==> config.mk <==
export PLATFORM = sky130hd
export DESIGN_NAME = pic_control_unit_flat
export DESIGN_NICKNAME = d
export VERILOG_FILES = /design/src/rtl/pic_control_unit_pkg.sv /design/src/rtl/pic_control_unit_if.sv /design/src/rtl/pic_instr_decoder.sv /design/src/rtl/pic_control_unit.sv /design/src/flat_wrapper.sv
export SDC_FILE = /design/constraint.sdc
export NUM_CORES = 1
export LEC_CHECK = 0
export ABC_AREA = 1
export BUFFER_PORTS_ARGS = -buffer_cell sky130_fd_sc_hd__buf_2
export CAP_MARGIN = 25
export CORE_MARGIN = 1.5
export CORE_UTILIZATION = 46
export DETAILED_ROUTE_END_ITERATION = 6
export GPL_ROUTABILITY_DRIVEN = 0
export PLACE_DENSITY_LB_ADDON = 0.2
export SLEW_MARGIN = 5
export SYNTH_ARGS = -nofsm -noshare
export SYNTH_HDL_FRONTEND = slang
export SYNTH_SLANG_ARGS = --single-unit
==> constraint.sdc <==
create_clock -name clk -period 3.2 [get_ports clk]
set_input_delay 0.16 -clock clk [delete_from_list [all_inputs] [get_ports clk]]
set_output_delay 0.16 -clock clk [all_outputs]
set_load 0.03 [all_outputs]
==> src/rtl/pic_control_unit_pkg.sv <==
// Shared definitions for the PIC16 instruction-cycle controller:
// ALU operation codes, Q-phase states, opcode class values and the
// decoded control bundle.
package pic_control_unit_pkg;

  localparam logic [3:0] alu_op_zero   = 4'd0;
  localparam logic [3:0] alu_op_add    = 4'd1;
  localparam logic [3:0] alu_op_sub    = 4'd2;
  localparam logic [3:0] alu_op_and    = 4'd3;
  localparam logic [3:0] alu_op_ior    = 4'd4;
  localparam logic [3:0] alu_op_xor    = 4'd5;
  localparam logic [3:0] alu_op_com    = 4'd6;
  localparam logic [3:0] alu_op_inc    = 4'd7;
  localparam logic [3:0] alu_op_dec    = 4'd8;
  localparam logic [3:0] alu_op_rlf    = 4'd9;
  localparam logic [3:0] alu_op_rrf    = 4'd10;
  localparam logic [3:0] alu_op_swap   = 4'd11;
  localparam logic [3:0] alu_op_passw  = 4'd12;
  localparam logic [3:0] alu_op_passlf = 4'd13;
  localparam logic [3:0] alu_op_bc     = 4'd14;
  localparam logic [3:0] alu_op_bs     = 4'd15;

  typedef enum logic [1:0] {
    Q1 = 2'd0,
    Q2 = 2'd1,
    Q3 = 2'd2,
    Q4 = 2'd3
  } q_phase_e;

  // Instruction class lives in IR[13:12]
  localparam logic [1:0] OPC_BYTE = 2'b00;
  localparam logic [1:0] OPC_BIT  = 2'b01;
  localparam logic [1:0] OPC_JUMP = 2'b10;
  localparam logic [1:0] OPC_LIT  = 2'b11;

  // Low seven bits of the two return-type encodings in the 0x00xx page
  localparam logic [6:0] RETURN_LOW = 7'h08;
  localparam logic [6:0] RETFIE_LOW = 7'h09;

  localparam logic [13:0] NOP_WORD_DEFAULT = 14'h0000;

  typedef struct packed {
    logic [3:0] op;
    logic       d;
    logic       d_wr_en;
    logic       status_wr_en;
    logic       lit_sel;
    logic       pc_load;
    logic       stack_push;
    logic       stack_pop;
    logic       gie_set;
    logic       is_skip_bit;
    logic       is_skip_z;
    logic       is_branch;
  } ctrl_t;

  // ALU operation for the byte-oriented file-register group, keyed by IR[11:8]
  function automatic logic [3:0] byte_alu_op(input logic [3:0] sel);
    logic [3:0] op;
    case (sel)
      4'h2:    op = alu_op_sub;
      4'h3:    op = alu_op_dec;
      4'h4:    op = alu_op_ior;
      4'h5:    op = alu_op_and;
      4'h6:    op = alu_op_xor;
      4'h7:    op = alu_op_add;
      4'h8:    op = alu_op_passlf;
      4'h9:    op = alu_op_com;
      4'hA:    op = alu_op_inc;
      4'hB:    op = alu_op_dec;
      4'hC:    op = alu_op_rrf;
      4'hD:    op = alu_op_rlf;
      4'hE:    op = alu_op_swap;
      4'hF:    op = alu_op_inc;
      default: op = alu_op_zero;
    endcase
    return op;
  endfunction

  // SWAPF, DECFSZ and INCFSZ leave STATUS untouched
  function automatic logic byte_sets_status(input logic [3:0] sel);
    return !((sel == 4'hB) || (sel == 4'hE) || (sel == 4'hF));
  endfunction

endpackage

==> src/rtl/pic_control_unit_if.sv <==
// Bus between the instruction-cycle controller (master) and the
// datapath / program counter / stack (slave).
interface pic_control_unit_if #(
  parameter int PC_WIDTH = 11
);
  logic [13:0]         instr_in;
  logic                alu_bit_test_res;
  logic                alu_out_z;
  logic [1:0]          q_state;
  logic [3:0]          alu_op;
  logic                alu_d;
  logic                alu_d_wr_en;
  logic                alu_status_wr_en;
  logic                alu_lit_sel;
  logic [2:0]          alu_b_in;
  logic [6:0]          rf_addr;
  logic                pc_inc_en;
  logic                pc_load_en;
  logic [PC_WIDTH-1:0] pc_load_val;
  logic                stack_push;
  logic                stack_pop;
  logic                gie_set;

  modport master (
    input  instr_in, alu_bit_test_res, alu_out_z,
    output q_state, alu_op, alu_d, alu_d_wr_en, alu_status_wr_en,
           alu_lit_sel, alu_b_in, rf_addr, pc_inc_en, pc_load_en,
           pc_load_val, stack_push, stack_pop, gie_set
  );

  modport slave (
    output instr_in, alu_bit_test_res, alu_out_z,
    input  q_state, alu_op, alu_d, alu_d_wr_en, alu_status_wr_en,
           alu_lit_sel, alu_b_in, rf_addr, pc_inc_en, pc_load_en,
           pc_load_val, stack_push, stack_pop, gie_set
  );
endinterface

==> src/rtl/pic_instr_decoder.sv <==
// Purely combinational PIC16 opcode decoder: IR -> ALU, PC and stack
// control plus the skip/branch classification used by the sequencer.
module pic_instr_decoder
  import pic_control_unit_pkg::*;
(
  input  logic [13:0] ir,
  output ctrl_t       ctrl
);

  // Map each instruction class onto its control bundle; undefined words act as NOP
  always_comb begin
    ctrl    = '0;
    ctrl.op = alu_op_zero;
    unique case (ir[13:12])
      OPC_BYTE: begin
        case (ir[11:8])
          4'h0: begin
            if (ir[7]) begin
              ctrl.op      = alu_op_passw;
              ctrl.d       = 1'b1;
              ctrl.d_wr_en = 1'b1;
            end else if (ir[6:0] == RETURN_LOW) begin
              ctrl.stack_pop = 1'b1;
              ctrl.is_branch = 1'b1;
            end else if (ir[6:0] == RETFIE_LOW) begin
              ctrl.stack_pop = 1'b1;
              ctrl.gie_set   = 1'b1;
              ctrl.is_branch = 1'b1;
            end
          end
          4'h1: begin
            ctrl.op           = alu_op_zero;
            ctrl.d            = ir[7];
            ctrl.d_wr_en      = 1'b1;
            ctrl.status_wr_en = 1'b1;
          end
          default: begin
            ctrl.op           = byte_alu_op(ir[11:8]);
            ctrl.d            = ir[7];
            ctrl.d_wr_en      = 1'b1;
            ctrl.status_wr_en = byte_sets_status(ir[11:8]);
            ctrl.is_skip_z    = (ir[11:8] == 4'hB) || (ir[11:8] == 4'hF);
          end
        endcase
      end
      OPC_BIT: begin
        case (ir[11:10])
          2'b00: begin
            ctrl.op      = alu_op_bc;
            ctrl.d       = 1'b1;
            ctrl.d_wr_en = 1'b1;
          end
          2'b01: begin
            ctrl.op      = alu_op_bs;
            ctrl.d       = 1'b1;
            ctrl.d_wr_en = 1'b1;
          end
          2'b10: begin
            ctrl.op          = alu_op_bc;
            ctrl.is_skip_bit = 1'b1;
          end
          default: begin
            ctrl.op          = alu_op_bs;
            ctrl.is_skip_bit = 1'b1;
          end
        endcase
      end
      OPC_JUMP: begin
        ctrl.pc_load    = 1'b1;
        ctrl.stack_push = ~ir[11];
        ctrl.is_branch  = 1'b1;
      end
      default: begin
        ctrl.lit_sel = 1'b1;
        ctrl.d_wr_en = 1'b1;
        casez (ir[11:8])
          4'b00??: ctrl.op = alu_op_passlf;
          4'b01??: begin
            ctrl.op        = alu_op_passlf;
            ctrl.stack_pop = 1'b1;
            ctrl.is_branch = 1'b1;
          end
          4'b1000: begin
            ctrl.op           = alu_op_ior;
            ctrl.status_wr_en = 1'b1;
          end
          4'b1001: begin
            ctrl.op           = alu_op_and;
            ctrl.status_wr_en = 1'b1;
          end
          4'b1010: begin
            ctrl.op           = alu_op_xor;
            ctrl.status_wr_en = 1'b1;
          end
          4'b110?: begin
            ctrl.op           = alu_op_sub;
            ctrl.status_wr_en = 1'b1;
          end
          4'b111?: begin
            ctrl.op           = alu_op_add;
            ctrl.status_wr_en = 1'b1;
          end
          default: begin
            ctrl    = '0;
            ctrl.op = alu_op_zero;
          end
        endcase
      end
    endcase
  end

endmodule

==> src/rtl/pic_control_unit.sv <==
// PIC16 instruction-cycle controller: Q1..Q4 phase counter, instruction
// register, pipeline flush after branches and taken skips, and Q4 gating
// of every write enable and PC/stack pulse.
module pic_control_unit
  import pic_control_unit_pkg::*;
#(
  parameter int          PC_WIDTH = 11,
  parameter logic [13:0] NOP_WORD = NOP_WORD_DEFAULT
) (
  input  logic               clk,
  input  logic               rst,
  pic_control_unit_if.master bus
);

  q_phase_e    q_state_q, q_state_d;
  logic [13:0] ir_q, ir_d;
  logic        flush_q, flush_d;
  ctrl_t       ctrl;
  logic        in_q4;
  logic        active;
  logic        skip_taken;
  logic        branch_taken;
  logic        next_flush;

  pic_instr_decoder u_decoder (
    .ir   (ir_q),
    .ctrl (ctrl)
  );

  // Resolve whether the current instruction redirects the pipeline; a flushed slot never does
  always_comb begin
    in_q4        = (q_state_q == Q4);
    active       = ~flush_q;
    skip_taken   = active & ((ctrl.is_skip_bit & bus.alu_bit_test_res) |
                             (ctrl.is_skip_z   & bus.alu_out_z));
    branch_taken = active & ctrl.is_branch;
    next_flush   = skip_taken | branch_taken;
  end

  // Next phase, and at the end of Q4 the next IR (NOP when the fetched word is discarded)
  always_comb begin
    q_state_d = q_phase_e'(q_state_q + 2'd1);
    ir_d      = ir_q;
    flush_d   = flush_q;
    if (in_q4) begin
      flush_d = next_flush;
      ir_d    = next_flush ? NOP_WORD : bus.instr_in;
    end
  end

  // Phase counter, instruction register and flush flag; reset forces a flushed first cycle
  always_ff @(posedge clk or posedge rst) begin
    if (rst) begin
      q_state_q <= Q1;
      ir_q      <= NOP_WORD;
      flush_q   <= 1'b1;
    end else begin
      q_state_q <= q_state_d;
      ir_q      <= ir_d;
      flush_q   <= flush_d;
    end
  end

  // Decode fields follow IR for the whole cycle; writes and PC/stack actions only fire in Q4
  always_comb begin
    bus.q_state          = q_state_q;
    bus.alu_op           = ctrl.op;
    bus.alu_d            = ctrl.d;
    bus.alu_lit_sel      = ctrl.lit_sel;
    bus.alu_b_in         = ir_q[9:7];
    bus.rf_addr          = ir_q[6:0];
    bus.pc_load_val      = PC_WIDTH'(ir_q[10:0]);
    bus.alu_d_wr_en      = in_q4 & active & ctrl.d_wr_en;
    bus.alu_status_wr_en = in_q4 & active & ctrl.status_wr_en;
    bus.pc_inc_en        = in_q4 & ~branch_taken;
    bus.pc_load_en       = in_q4 & active & ctrl.pc_load;
    bus.stack_push       = in_q4 & active & ctrl.stack_push;
    bus.stack_pop        = in_q4 & active & ctrl.stack_pop;
    bus.gie_set          = in_q4 & active & ctrl.gie_set;
  end

endmodule

==> src/flat_wrapper.sv <==
// flat-port wrapper written by rule: the top's interface ports become plain ports
module pic_control_unit_flat import pic_control_unit_pkg::*;
#(
  parameter int          PC_WIDTH = 11,
  parameter logic [13:0] NOP_WORD = NOP_WORD_DEFAULT
)
  (clk, rst, bus_instr_in, bus_alu_bit_test_res, bus_alu_out_z, bus_q_state, bus_alu_op, bus_alu_d, bus_alu_d_wr_en, bus_alu_status_wr_en, bus_alu_lit_sel, bus_alu_b_in, bus_rf_addr, bus_pc_inc_en, bus_pc_load_en, bus_pc_load_val, bus_stack_push, bus_stack_pop, bus_gie_set);
  pic_control_unit_if #(.PC_WIDTH(PC_WIDTH)) bus_i ();
  input  logic clk;
  input  logic rst;
  input wire logic [$bits(bus_i.instr_in)-1:0] bus_instr_in;
  input wire logic [$bits(bus_i.alu_bit_test_res)-1:0] bus_alu_bit_test_res;
  input wire logic [$bits(bus_i.alu_out_z)-1:0] bus_alu_out_z;
  output wire logic [$bits(bus_i.q_state)-1:0] bus_q_state;
  output wire logic [$bits(bus_i.alu_op)-1:0] bus_alu_op;
  output wire logic [$bits(bus_i.alu_d)-1:0] bus_alu_d;
  output wire logic [$bits(bus_i.alu_d_wr_en)-1:0] bus_alu_d_wr_en;
  output wire logic [$bits(bus_i.alu_status_wr_en)-1:0] bus_alu_status_wr_en;
  output wire logic [$bits(bus_i.alu_lit_sel)-1:0] bus_alu_lit_sel;
  output wire logic [$bits(bus_i.alu_b_in)-1:0] bus_alu_b_in;
  output wire logic [$bits(bus_i.rf_addr)-1:0] bus_rf_addr;
  output wire logic [$bits(bus_i.pc_inc_en)-1:0] bus_pc_inc_en;
  output wire logic [$bits(bus_i.pc_load_en)-1:0] bus_pc_load_en;
  output wire logic [$bits(bus_i.pc_load_val)-1:0] bus_pc_load_val;
  output wire logic [$bits(bus_i.stack_push)-1:0] bus_stack_push;
  output wire logic [$bits(bus_i.stack_pop)-1:0] bus_stack_pop;
  output wire logic [$bits(bus_i.gie_set)-1:0] bus_gie_set;
  assign bus_i.instr_in = bus_instr_in;
  assign bus_i.alu_bit_test_res = bus_alu_bit_test_res;
  assign bus_i.alu_out_z = bus_alu_out_z;
  assign bus_q_state = bus_i.q_state;
  assign bus_alu_op = bus_i.alu_op;
  assign bus_alu_d = bus_i.alu_d;
  assign bus_alu_d_wr_en = bus_i.alu_d_wr_en;
  assign bus_alu_status_wr_en = bus_i.alu_status_wr_en;
  assign bus_alu_lit_sel = bus_i.alu_lit_sel;
  assign bus_alu_b_in = bus_i.alu_b_in;
  assign bus_rf_addr = bus_i.rf_addr;
  assign bus_pc_inc_en = bus_i.pc_inc_en;
  assign bus_pc_load_en = bus_i.pc_load_en;
  assign bus_pc_load_val = bus_i.pc_load_val;
  assign bus_stack_push = bus_i.stack_push;
  assign bus_stack_pop = bus_i.stack_pop;
  assign bus_gie_set = bus_i.gie_set;
  pic_control_unit #(.PC_WIDTH(PC_WIDTH), .NOP_WORD(NOP_WORD)) u_core (.clk(clk), .rst(rst), .bus(bus_i));
endmodule
After elaboration in Yosys (flattened, before gate mapping)
Memories as Yosys holds them, arrays and structs flattened.
Index checks and enable logic that the tools add are counted.
{ "op_classes": {"add_sub_neg": 1, "mul": 0, "div_mod_pow": 0, "magnitude_cmp": 0, "eq_ne": 16, "shifts": 0, "muxes": 30, "n_bitwise": 17, "n_reduce_logical": 15} }
{ "ops": {"columns": ["operator", "n"], "rows": [
  ["$eq A4 B4 Y1 const B", 6],
  ["$pmux W4 S6", 1],
  ["$pmux W6 S3", 1],
  ["$mux W1", 15],
  ["$eq A7 B4 Y1 const B", 2],
  ["$mux W14", 1],
  ["$and A1 B1 Y1", 12],
  ["$pmux W6 S2", 1],
  ["$reduce_or A2 Y1", 5],
  ["$mux W2", 4],
  ["$pmux W2 S2", 2],
  ["$reduce_or A7 Y1", 1],
  ["$eq A2 B2 Y1 const B", 3],
  ["$eq A3 B3 Y1 const B", 2],
  ["$mux W6", 1],
  ["$reduce_or A5 Y1", 1],
  ["$eq A2 B1 Y1 const B", 2],
  ["$eq A4 B1 Y1 const B", 1],
  ["$logic_not A2 Y1", 2],
  ["$logic_not A4 Y1", 1],
  ["$pmux W1 S2", 2],
  ["$logic_or A1 B1 Y1", 3],
  ["$mux W3", 1],
  ["$not A1 Y1", 3],
  ["other kinds (5)", 6]
]} }
{ "word_totals": {"regBits": 17, "latchBits": 0, "mem_bits_rw": 0, "mem_bits_ro": 64, "inputBits": 18, "out_inout_bits": 36, "elab_cells": 83, "n_memories": 1} }
{ "mem_list": {"columns": ["memory", "depth", "width", "rd", "rd_ports_with_merged_regs", "wr", "line_no", "text"], "rows": [
  ["(name not given)", 16, 4, 1, 0, 0, "pic_control_unit_pkg.sv:60", "case (sel)"]
]} }

Longest topological paths before layout
Gate-level depths: netlist of the first run.
{ "logic_depth": {"word_depth": 9, "mapped_depth": 10} }

Cells and area by module
A second synthesis of the first run with hierarchy kept.
{ "unflattened": {"hier_cells": 249, "area_unflattened_um2": 1601.5} }
{ "modules_own_cells": {"columns": ["mod", "instances", "cells_per_inst", "area_per_inst_um2"], "rows": [
  ["pic_control_unit", 1, 141, 1029.7],
  ["pic_instr_decoder", 1, 108, 571.8]
]} }

Worst setup path after synthesis of the first run
Ideal clock, no wire load.
{ "synth_path": {"path_kind": "reg-to-output", "start": "register u_core.q_state_q[0] (netlist: u_core.bus.q_state[0])", "end": "output bus_gie_set", "arrival_time_ns": 2.130, "path_slack_ns": 0.910, "stages_incl_launch_ff": 7, "path_buffers": 1, "cell_sequence": "dfrtp_1 > ha_1 > buf_2 > inv_2 > nor2_1 > nand2_1 > nor4_1"} }
{ "synth_between": {"elab_chain_cells": 3} }
{ "synth_rtl": {"columns": ["element", "line_no", "text"], "rows": [
  ["start, declared", "pic_control_unit.sv:15", "q_phase_e q_state_q, q_state_d;"],
  ["start signal, assigned", "pic_control_unit.sv:58", "q_state_q <= q_state_d;"],
  ["$eq A2 B2 Y1", "pic_control_unit.sv:32", "in_q4 = (q_state_q == Q4);"],
  ["$and A1 B1 Y1 (2 in series)", "pic_control_unit.sv:79", "bus.gie_set = in_q4 & active & ctrl.gie_set;"],
  ["end, declared", "flat_wrapper.sv:27", "output wire logic [$bits(bus_i.gie_set)-1:0] bus_gie_set;"]
]} }
No other way between the ends.

Worst setup path after layout of the first run
{ "layout_path": {"start": "register u_core.ir_q[8]", "end": "output bus_alu_status_wr_en"} }
{ "layout_between": {"elab_chain_cells": 7, "word_cells_on_any_way": 16, "classes_between": "7 x eq/ne; 3 x mux; 1 x bitwise; 5 x reduce/logical"} }
{ "layout_rtl": {"columns": ["element", "line_no", "text"], "rows": [
  ["start, declared", "pic_control_unit.sv:16", "logic [13:0] ir_q, ir_d;"],
  ["start signal, assigned", "pic_control_unit.sv:59", "ir_q <= ir_d;"],
  ["$eq A4 B4 Y1", "pic_control_unit_pkg.sv:82", "return !((sel == 4'hB) || (sel == 4'hE) || (sel == 4'hF));"],
  ["$logic_or A1 B1 Y1 (2 in series)", "pic_control_unit_pkg.sv:82", null],
  ["$logic_not A1 Y1", "pic_control_unit_pkg.sv:82", null],
  ["$pmux W1 S2", "pic_instr_decoder.sv:16", "case (ir[11:8])"],
  ["$pmux W1 S2 *", "pic_instr_decoder.sv:14", "unique case (ir[13:12])"],
  ["$and A1 B1 Y1 *", "pic_control_unit.sv:74", "bus.alu_status_wr_en = in_q4 & active & ctrl.status_wr_en;"],
  ["end, declared", "flat_wrapper.sv:18", "output wire logic [$bits(bus_i.alu_status_wr_en)-1:0] bus_alu_status_wr_en;"]
]} }
Mark *: on every way between the ends. The rest lies on a longest branch, timed or not.

==> results of run 1 <==
-- kinds of logic after synthesis --
kind of cell,Yosys count
adders and majority gates,7
AOI/OAI and AO/OA,23
buffers and inverters,55
DFF,17
and+or+nand+nor,105
-- registers in the layout, indices dropped and copies added (netlist names) --
| signal | count |
|---|---|
| u_core.flush_q | 1 |
| u_core.ir_q | 14 |
| u_core.bus.q_state | 2 |
-- cell type report --
type	instances	area share
flip-flops and latches	17	0.2619
clock buffers	4	0.01613
inverters	27	0.06221
multi-input cells	135	0.4524
repair buffers	55	0.1736
well taps	44	0.03379
-- worst max-delay path, delay by kind of cell, from the launching register on --
family / cells / cell delay, ns
adder cells (fa/ha/maj): 1 / 0.29
AND/OR/NAND/NOR: 1 / 0.06
AO/OA/AOI/OAI: 3 / 0.52
flip-flops: 1 / 0.48
buffers and inverters: 3 / 0.42
-- timing repair --
action	in CTS	in global routing
gates resized for setup	0	0
hold endpoints to repair	16	0
hold buffers	1	0
buffers inserted	0	0
-- through the flow --
step | area [sq um] | util
6_report | 1629 | 0.5336
5_1_grt | 1629 | 0.5336
3_3_place_gp | 1593 | 0.5217
3_5_place_dp | 1593 | 0.5217
2_1_floorplan | 1489 | -
4_1_cts | 1629 | 0.5336
-- final timing paths --
| kind | end | cells after the start |
|---|---|---|
| hold / removal | u_core.ir_q[4] | 3 |
| setup / recovery | bus_alu_status_wr_en | 8 |
| setup reg to reg | u_core.ir_q[11] | 9 |
| min in group asynchronous | u_core.ir_q[2] | 3 |
| max in group asynchronous | u_core.ir_q[10] | 3 |
| hold reg to reg | u_core.bus.q_state[0] | 1 |
-- cell usage in the layout (no fill, tap or decap) --
cell type | netlist | layout
a211oi_1 | 1 | 1
a21oi_1 | 5 | 5
a21oi_2 | 1 | 1
a22oi_1 | 1 | 1
buf_2 | 3 | 53
buf_4 | 21 | 1
clkbuf_1 | 1 | 1
clkbuf_4 | 0 | 3
dfrtp_1 | 16 | 16
dfstp_2 | 1 | 1
dlygate4sd3_1 | 0 | 1
ha_1 | 7 | 7
inv_1 | 22 | 22
inv_2 | 5 | 5
nand2_1 | 57 | 57
nand2_2 | 2 | 2
nand2_4 | 2 | 2
nand3_1 | 8 | 8
nand3_2 | 1 | 1
nand4_1 | 18 | 18
nand4_2 | 1 | 1
nor2_1 | 9 | 9
nor2_2 | 1 | 1
nor2_4 | 3 | 3
nor3_1 | 1 | 1
nor4_1 | 2 | 2
o211ai_1 | 3 | 3
o21ai_0 | 5 | 5
o21ai_1 | 5 | 5
o22ai_1 | 2 | 2
-- metal layers --
metal	part of all wire	track usage	routed length (um)	vias up
li1	-	-	-	716
met2	0.46	0.3245	1555	49
met1	0.47	0.2703	1561	653
met5	0	0	0	-
met3	0.054	0.01732	181	7
met4	0.016	0.08571	54	0
-- power breakdown --
group / leakage [nW] / internal [W] / switching [W]
sequential: 0.207 / 0.000250 / 0.0000623
combinational: 0.695 / 0.000141 / 0.000335
clock: 0.0150 / 0.0000484 / 0.0000634
==> flow_metrics.tcl, run 1 <==
set metrics [dict create \
    status "complete, no violations" \
    antenna_found_initial 0 \
    yosys-top-cells-area "dfrtp_1, nand2_1, buf_4" \
    finalHoldViolCount 0 \
    maxCapViolations 0 \
    hold_path.class "input pin to flip-flop" \
    cp_max_fo 8 \
    die-area_sq_mm 0.003587 \
    synth_top_cell_area_share 0.2689 \
    synth_most_common_cell "nand2_1" \
    cts_buffers 3 \
    fin_hold_ws_ns 0.1112 \
    core_region_area_sq_mm 0.003053 \
    grt_pass1_vias 1278 \
    numPlacedInstances 277 \
    nets 264 \
    synth_area_per_cell_sq_um 7.193 \
    synth_compound_area_frac 0.08992 \
    wl_per_cell_um 11.89 \
    dp_hpwl_um 2595 \
    worst_pin_slew_ns 0.6538 \
    setup_viol 0 \
    clockBufferDepth 2 \
    criticalPathCategory "flip-flop to output port" \
    die_h_um 59.89 \
    synth_common_cells "nand2_1, inv_1, buf_4" \
    cts-root-buf "clkbuf_4" \
    diodes 0 \
    antenna_left 0 \
    irDropWorstVdd_mv 0.2809 \
    rsz0062_at_grt "no" \
    arrival_ns 2.04 \
    insertion_delay_ns 0.29 \
    overflow 0 \
    first_iter_violations 79 \
    layout-drive-gt1-share 0.3109 \
    slew_headroom 0.5637 \
    r2r-start "u_core.ir_q[9]" \
    yosys.area.top_type "dfrtp_1" \
    synth_top_family_by_area "simple AND/OR/NAND/NOR gates" \
    dp_worst_setup_slack_ns 1.322 \
    period_minus_slack_ns 2.204 \
    fillCellCount 323 \
    grt_first_pass_wirelength_um 5526 \
    synthDistinctLibCells 30 \
    h-tree-depth 1 \
    drc 0 \
    die_w_um 59.89 \
    hold_path_startpoint "bus_instr_in[4]" \
    io_pins 54 \
    multi_input_area_sq_um 737.0 \
    areaGrowthSynthToFinish_pct 9.412 \
    yosysWarningCount 0 \
    fmax_ghz 0.4538 \
    initial_core_util 0.4877 \
    synth_fa_ha_area_frac 0.05882 \
    fin_tns_setup_ns 0 \
    rows 20 \
    yosysSeqAreaShare 0.2866 \
    cellPowerDensity_mw_per_mm2 552.9 \
    synthesis.area_sq_mm 0.001489 \
    max_stage_delay_ns 0.48 \
    synth-simple-area-share 0.3462 \
    grt_max_degree 18 \
    critPathRequiredTime_ns 3.04 \
    port_buffers 53 \
    cts.sinks 17 \
    async_flop_share 1.000 \
    synth_nets 232 \
    drt-vias-per-instance 5.053 \
    ff_latch_area_sq_um 426.7 \
    worstSetupStartpoint "u_core.ir_q[8]" \
    path_cells "inv_1, ha_1, o21ai_1, inv_1, o21ai_1, nand2_1, a21oi_1, buf_2" \
    dr.pass1.iters 4 \
    wl_um 3353 \
    ys_ff_latch 17 \
    synth_edf_count 0 \
    syn_inst 207 \
    leakage_nw 0.9174 \
    fin_cells 282 \
    report.final.slew_viol_count 0 \
    worst_slack_ns 0.9964 \
    grt_use_total 0.1996 \
    skew_ns 0.002248 \
    start_kind "flip-flop" \
    layout_worst_path_cycle_share 0.6886 \
    slowest_stage "dfrtp_1" \
    r2r_slack_ns 1.51 \
    cts_tree "yes" \
    p_total_w 0.0009007 \
    cts.reportedPaths.clkPinSlew_ns 0.09 \
    vias 1425 \
    synth_mux_area_frac 0 \
    synthXorXnorAreaFrac 0 \
    synth_ff_type "dfrtp_1" \
    critPathCaptureType "output port" \
]
(Power assumes the default switching activity.)
==> run 2: changes to the inputs <==
Settings changed: ABC_AREA 1 to 0, CORE_UTILIZATION 46 to 43.
Clock period 3.2 ns to 1.85 ns, I/O delays scaled along.
==> run 2 against run 1 <==
Compared with the run above: the run now ends with design-rule violations, negative setup slack left; sequential share of layout area down 3.6 points; register-to-register slack lost 1.7 ns; synthesized cell count decreased by 30%; synthesized area fell by 12%; critical path type unchanged; largest power group unchanged.
==> flow_metrics.tcl, run 2 <==
set metrics [dict create \
    criticalPathCategory "flip-flop to output port" \
    synth_common_cells "buf_4, dfrtp_1, nor2_1" \
    cts.reportedPaths.clkPinSlew_ns 0.11 \
    worst_pin_slew_ns 0.6588 \
    wl_per_cell_um 16.21 \
    synth_nets 170 \
    yosys-top-cells-area "dfrtp_1, buf_4, a22o_1" \
    leakage_nw 0.9088 \
    synth_area_per_cell_sq_um 9.035 \
    cts_buffers 3 \
    critPathCaptureType "output port" \
    vias 1316 \
    arrival_ns 1.98 \
    largest_reg_flops 14 \
    yosysSeqAreaShare 0.3257 \
    report.final.slew_viol_count 0 \
    ff_latch_area_sq_um 427.9 \
    grt_max_degree 24 \
    grt_use_total 0.2254 \
    slowest_stage "or4b_4" \
    antenna_found_initial 0 \
    initial_core_util 0.4631 \
    critPathRequiredTime_ns 1.76 \
    core_region_area_sq_mm 0.002829 \
    cts.sinks 17 \
    max_stage_delay_ns 0.50 \
    finalHoldViolCount 0 \
    cp_max_fo 3 \
    slew_headroom 0.5603 \
    maxCapViolations 0 \
    dr.pass1.iters 7 \
    synth_edf_count 0 \
    port_buffers 53 \
    wl_um 3777 \
    synth_ff_type "dfrtp_1" \
    diodes 0 \
    grtUsageMet3 0.03795 \
    largest_register "u_core.ir_q" \
    die-area_sq_mm 0.003387 \
    setup_viol 23 \
    grt_pass1_vias 1248 \
    synthesis.area_sq_mm 0.001310 \
    first_iter_violations 87 \
    grtUsageMet1 0.3201 \
    synth_top_cell_area_share 0.3056 \
    mostFrequentLayoutCell "buf_2" \
    fillCellCount 245 \
    nets 228 \
    dp_hpwl_um 2666 \
    start_kind "flip-flop" \
    synth_most_common_cell "buf_4" \
    layout-drive-gt1-share 0.5743 \
    h-tree-depth 1 \
    areaGrowthSynthToFinish_pct 44.79 \
    yosysWarningCount 0 \
    io_pins 54 \
    period_minus_slack_ns 2.075 \
    overflow 0 \
    layout_worst_path_cycle_share 1.122 \
    clockBufferDepth 2 \
    hold_path.class "input pin to flip-flop" \
    violations "design-rule violations, negative setup slack" \
    multi_input_area_sq_um 809.5 \
    synthDistinctLibCells 45 \
    irDropWorstVdd_mv 0.5515 \
    dp_worst_setup_slack_ns -0.09561 \
    skew_ns 0.005289 \
    cellPowerDensity_mw_per_mm2 958.4 \
    status "finished, violations left" \
    place_area_sq_mm 0.001639 \
    async_flop_share 1.000 \
    cts_tree "yes" \
    die_w_um 58.20 \
    antenna_left 0 \
    fin_area_sq_mm 0.001897 \
    worst_slack_ns -0.2255 \
    syn_inst 145 \
    grt_first_pass_wirelength_um 5878 \
    yosys.area.top_type "dfrtp_1" \
    rsz0062_at_grt "yes" \
    insertion_delay_ns 0.29 \
    cts-root-buf "clkbuf_4" \
    drt-vias-per-instance 5.648 \
    top_usage_layer "met2" \
    drc 3 \
    path_cells "inv_2, ha_4, or4b_4, nor3_4, and4b_2, buf_6" \
    layout_common_cells "buf_2, buf_4, dfrtp_1" \
    ys_ff_latch 17 \
    fmax_ghz 0.4818 \
    rows 19 \
    met2_usage 0.3636 \
    die_h_um 58.20 \
]
## run 2: logic make-up (layout without fill, tap and decap cells)
logic type      count (synthesis)  count (layout)  synth area share
simple gates                   39              39            0.1586
compound gates                 43              43            0.2617
fa+ha+maj                       7               7           0.06685
flops                          17              17            0.3257
xor+xnor                        1               1          0.006687
buf+inv                        37              94            0.1729
mux                             1               1          0.007641
## run 2: power by group
group	internal [W]	switching (W)	total (W)
sequential	0.000435	0.0000442	0.000479
combinational	0.000462	0.000677	0.00114
clock	0.0000802	0.000120	0.000200
## run 2: layer usage
layer | vias to the layer above | wire [um]
li1 | 621 | -
met1 | 650 | 1607
met2 | 41 | 1945
met3 | 4 | 195
met4 | 0 | 27
met5 | - | 0
## run 2: critical path, delay by kind of cell, from the launching register on
kind | cells | cell delay, ns
buf+inv | 2 | 0.21
fa+ha+maj | 1 | 0.12
flops | 1 | 0.43
simple gates | 3 | 0.93
## run 2: per-stage QoR
step / hold WS, ns / std cells / power [W] / utilization / setup TNS (ns)
after floorplan: 0.01777 / 145 / 0.001242 / - / -1.350
after global placement: 0.1959 / 224 / 0.001436 / 0.5794 / -0.4448
after detailed placement: 0.2117 / 224 / 0.001462 / 0.5794 / -1.292
after CTS: 0.006690 / 232 / 0.001758 / 0.6435 / -3.452
after global routing: 0.002885 / 233 / 0.001924 / 0.6705 / -5.062
final: 0.01349 / 233 / 0.001818 / 0.6705 / -3.525
## run 2: cell type report
cell class	count	area share
clock buffer	3	0.01187
clock inverter	1	0.002639
inverter	7	0.01385
multi-input combinational	91	0.4268
sequential	17	0.2256
tap	31	0.02045
timing repair buffer	83	0.2988
## run 2: path summary, 6_finish.rpt
kind	start	endpoint	slack, ns	cells after the start
max reg2reg	u_core.ir_q[8]	u_core.ir_q[0]	-0.17	8
min	bus_instr_in[4]	u_core.ir_q[4]	0.01	2
min in group asynchronous	rst	u_core.ir_q[2]	0.45	3
max in group asynchronous	rst	u_core.ir_q[8]	0.94	3
min reg2reg	u_core.bus.q_state[0]	u_core.bus.q_state[0]	0.46	1
max	u_core.ir_q[8]	bus_gie_set	-0.23	6
## run 2: what timing repair did
item / in CTS / in global routing
endpoints found under the hold margin: 16 / 0
gates resized for setup: 30 / 22
hold buffers: 1 / 0
pin swaps: 10 / 13
setup buffers: 2 / 1
endpoints found under the setup margin: 24 / 25
gates cloned: 1 / 0
==> run 3: changes to the inputs <==
Settings changed: SKIP_CTS_REPAIR_TIMING set to 1.
==> run 3 against run 2 <==
Compared with the run above: the run still ends with design-rule violations, negative setup slack left; critical path depth stayed put; utilization fell by 1.5 points; sequential power about the same; count of clock-buffer cells in the layout is the same; cell count decreased by 0.86%; total power decreased by 2.7%; worst hold slack worse by 0.0038 ns; clock power increased by 2%; sequential share of layout area is 0.53 points higher; clock skew fell by 0.0018 ns; global-route usage is 1.4 points lower; critical endpoint unchanged; highest routed layer unchanged.
==> flow_metrics.tcl, run 3 (same netlist as run 2, synthesis figures left out) <==
set metrics [dict create \
    status "finished, violations left" \
    violations "design-rule violations, negative setup slack" \
    overflow 0 \
    path_cells "inv_2, ha_4, or4b_4, nor3_4, and4b_2, buf_6" \
    areaGrowthSynthToFinish_pct 41.45 \
    slowest_stage "or4b_4" \
    period_minus_slack_ns 2.070 \
    layout_common_cells "buf_2, buf_4, dfrtp_1" \
    irDropWorstVdd_mv 0.5449 \
    drt-vias-per-instance 5.636 \
    die-area_sq_mm 0.003387 \
    worst_slack_ns -0.2196 \
    layout-drive-gt1-share 0.5550 \
    cts.reportedPaths.clkPinSlew_ns 0.11 \
    rows 19 \
    cts-root-buf "clkbuf_4" \
    slew_headroom 0.5607 \
    wl_per_cell_um 16.12 \
    cts.sinks 17 \
    fin_hold_ws_ns 0.009664 \
    mostFrequentLayoutCell "buf_2" \
    nets 226 \
    maxCapViolations 0 \
    rsz0062_at_grt "yes" \
    fillCellCount 248 \
    fmax_ghz 0.4832 \
    hold_path.class "input pin to flip-flop" \
    dp_hpwl_um 2666 \
    grt_pass1_vias 1182 \
    wl_um 3723 \
    grt_max_degree 24 \
    multi_input_area_sq_um 787.0 \
    cts_tree "yes" \
    worst_pin_slew_ns 0.6582 \
    antenna_found_initial 0 \
    die_w_um 58.20 \
    largest_register "u_core.ir_q" \
    cts_buffers 3 \
    p_total_w 0.001769 \
    arrival_ns 1.98 \
    drc 3 \
    dr.pass1.iters 7 \
    critPathCaptureType "output port" \
    layout_worst_path_cycle_share 1.119 \
    port_buffers 53 \
    skew_ns 0.003506 \
    leakage_nw 0.8852 \
    first_iter_violations 94 \
    criticalPathCategory "flip-flop to output port" \
    antenna_left 0 \
    diodes 0 \
    grt_use_total 0.2112 \
    core_region_area_sq_mm 0.002829 \
    h-tree-depth 1 \
    cellPowerDensity_mw_per_mm2 954.7 \
    setup_viol 24 \
    initial_core_util 0.4631 \
    ff_latch_area_sq_um 427.9 \
    grt_first_pass_wirelength_um 5540 \
    insertion_delay_ns 0.29 \
    clockBufferDepth 2 \
    finalHoldViolCount 0 \
    io_pins 54 \
    critPathRequiredTime_ns 1.76 \
    vias 1302 \
    die_h_um 58.20 \
    start_kind "flip-flop" \
    largest_reg_flops 14 \
    cp_max_fo 3 \
    report.final.slew_viol_count 0 \
    max_stage_delay_ns 0.50 \
]
[run 3: cell count changes in the layout (fill, tap and decap cells not counted), moves of 2 or more]
cell / previous run / this run
a32o_2: 2 / 0
nor2_4: 3 / 1
buf_4: 26 / 24
a32o_1: 0 / 2
o21ai_0: 0 / 2
[run 3: path summary, 6_finish.rpt]
kind / startpoint / end / slack (ns) / cells after the start
worst max-delay path: u_core.ir_q[8] / bus_gie_set / -0.22 / 6
max in group asynchronous: rst / u_core.ir_q[8] / 0.95 / 3
worst min-delay path: bus_instr_in[12] / u_core.ir_q[12] / 0.01 / 2
min in group asynchronous: rst / u_core.bus.q_state[0] / 0.45 / 3
worst min register to register: u_core.bus.q_state[0] / u_core.bus.q_state[0] / 0.46 / 1
worst max register to register: u_core.ir_q[8] / u_core.ir_q[0] / -0.19 / 8
[run 3: area by class of cell]
cell class | count | area share
Clock inverter | 1 | 0.002701
Tap cell | 31 | 0.02093
Sequential cell | 17 | 0.2309
Clock buffer | 3 | 0.01215
Timing Repair Buffer | 81 | 0.2944
Multi-Input combinational cell | 91 | 0.4247
Inverter | 7 | 0.01418
[run 3: per-layer routing]
layer	vias up	share of wire	wire, um	GRT usage
li1	619	-	-	-
met1	636	0.43	1589	0.3069
met2	45	0.52	1926	0.3409
met3	2	0.052	194	0.03348
met4	0	0.0035	13	0.02990
met5	-	0	0	0
[run 3: report_power, final]
| part | switching, W | internal [W] | total, W |
|---|---|---|---|
| sequential | 0.0000436 | 0.000435 | 0.000478 |
| combinational | 0.000656 | 0.000431 | 0.00109 |
| clock | 0.000123 | 0.0000804 | 0.000204 |
| total | 0.000823 | 0.000946 | 0.00177 |
[run 3: critical path: cells and delay by family (launching register included)]
kind | cells | cell delay [ns]
adders and majority gates | 1 | 0.12
and+or+nand+nor | 3 | 0.92
DFF | 1 | 0.43
buffers and inverters | 2 | 0.21
[run 3: metrics by stage]
step	util	setup slack, ns	cell area (sq um)	instances	TNS [ns]
after floorplan	-	-0.1419	1348	145	-1.350
after global placement	0.5794	-0.03548	1639	224	-0.4448
after detailed placement	0.5794	-0.09561	1639	224	-1.292
after CTS	0.5891	-0.3950	1667	228	-4.066
after global routing	0.6550	-0.2798	1853	231	-5.297
final	0.6550	-0.2196	1853	231	-3.771
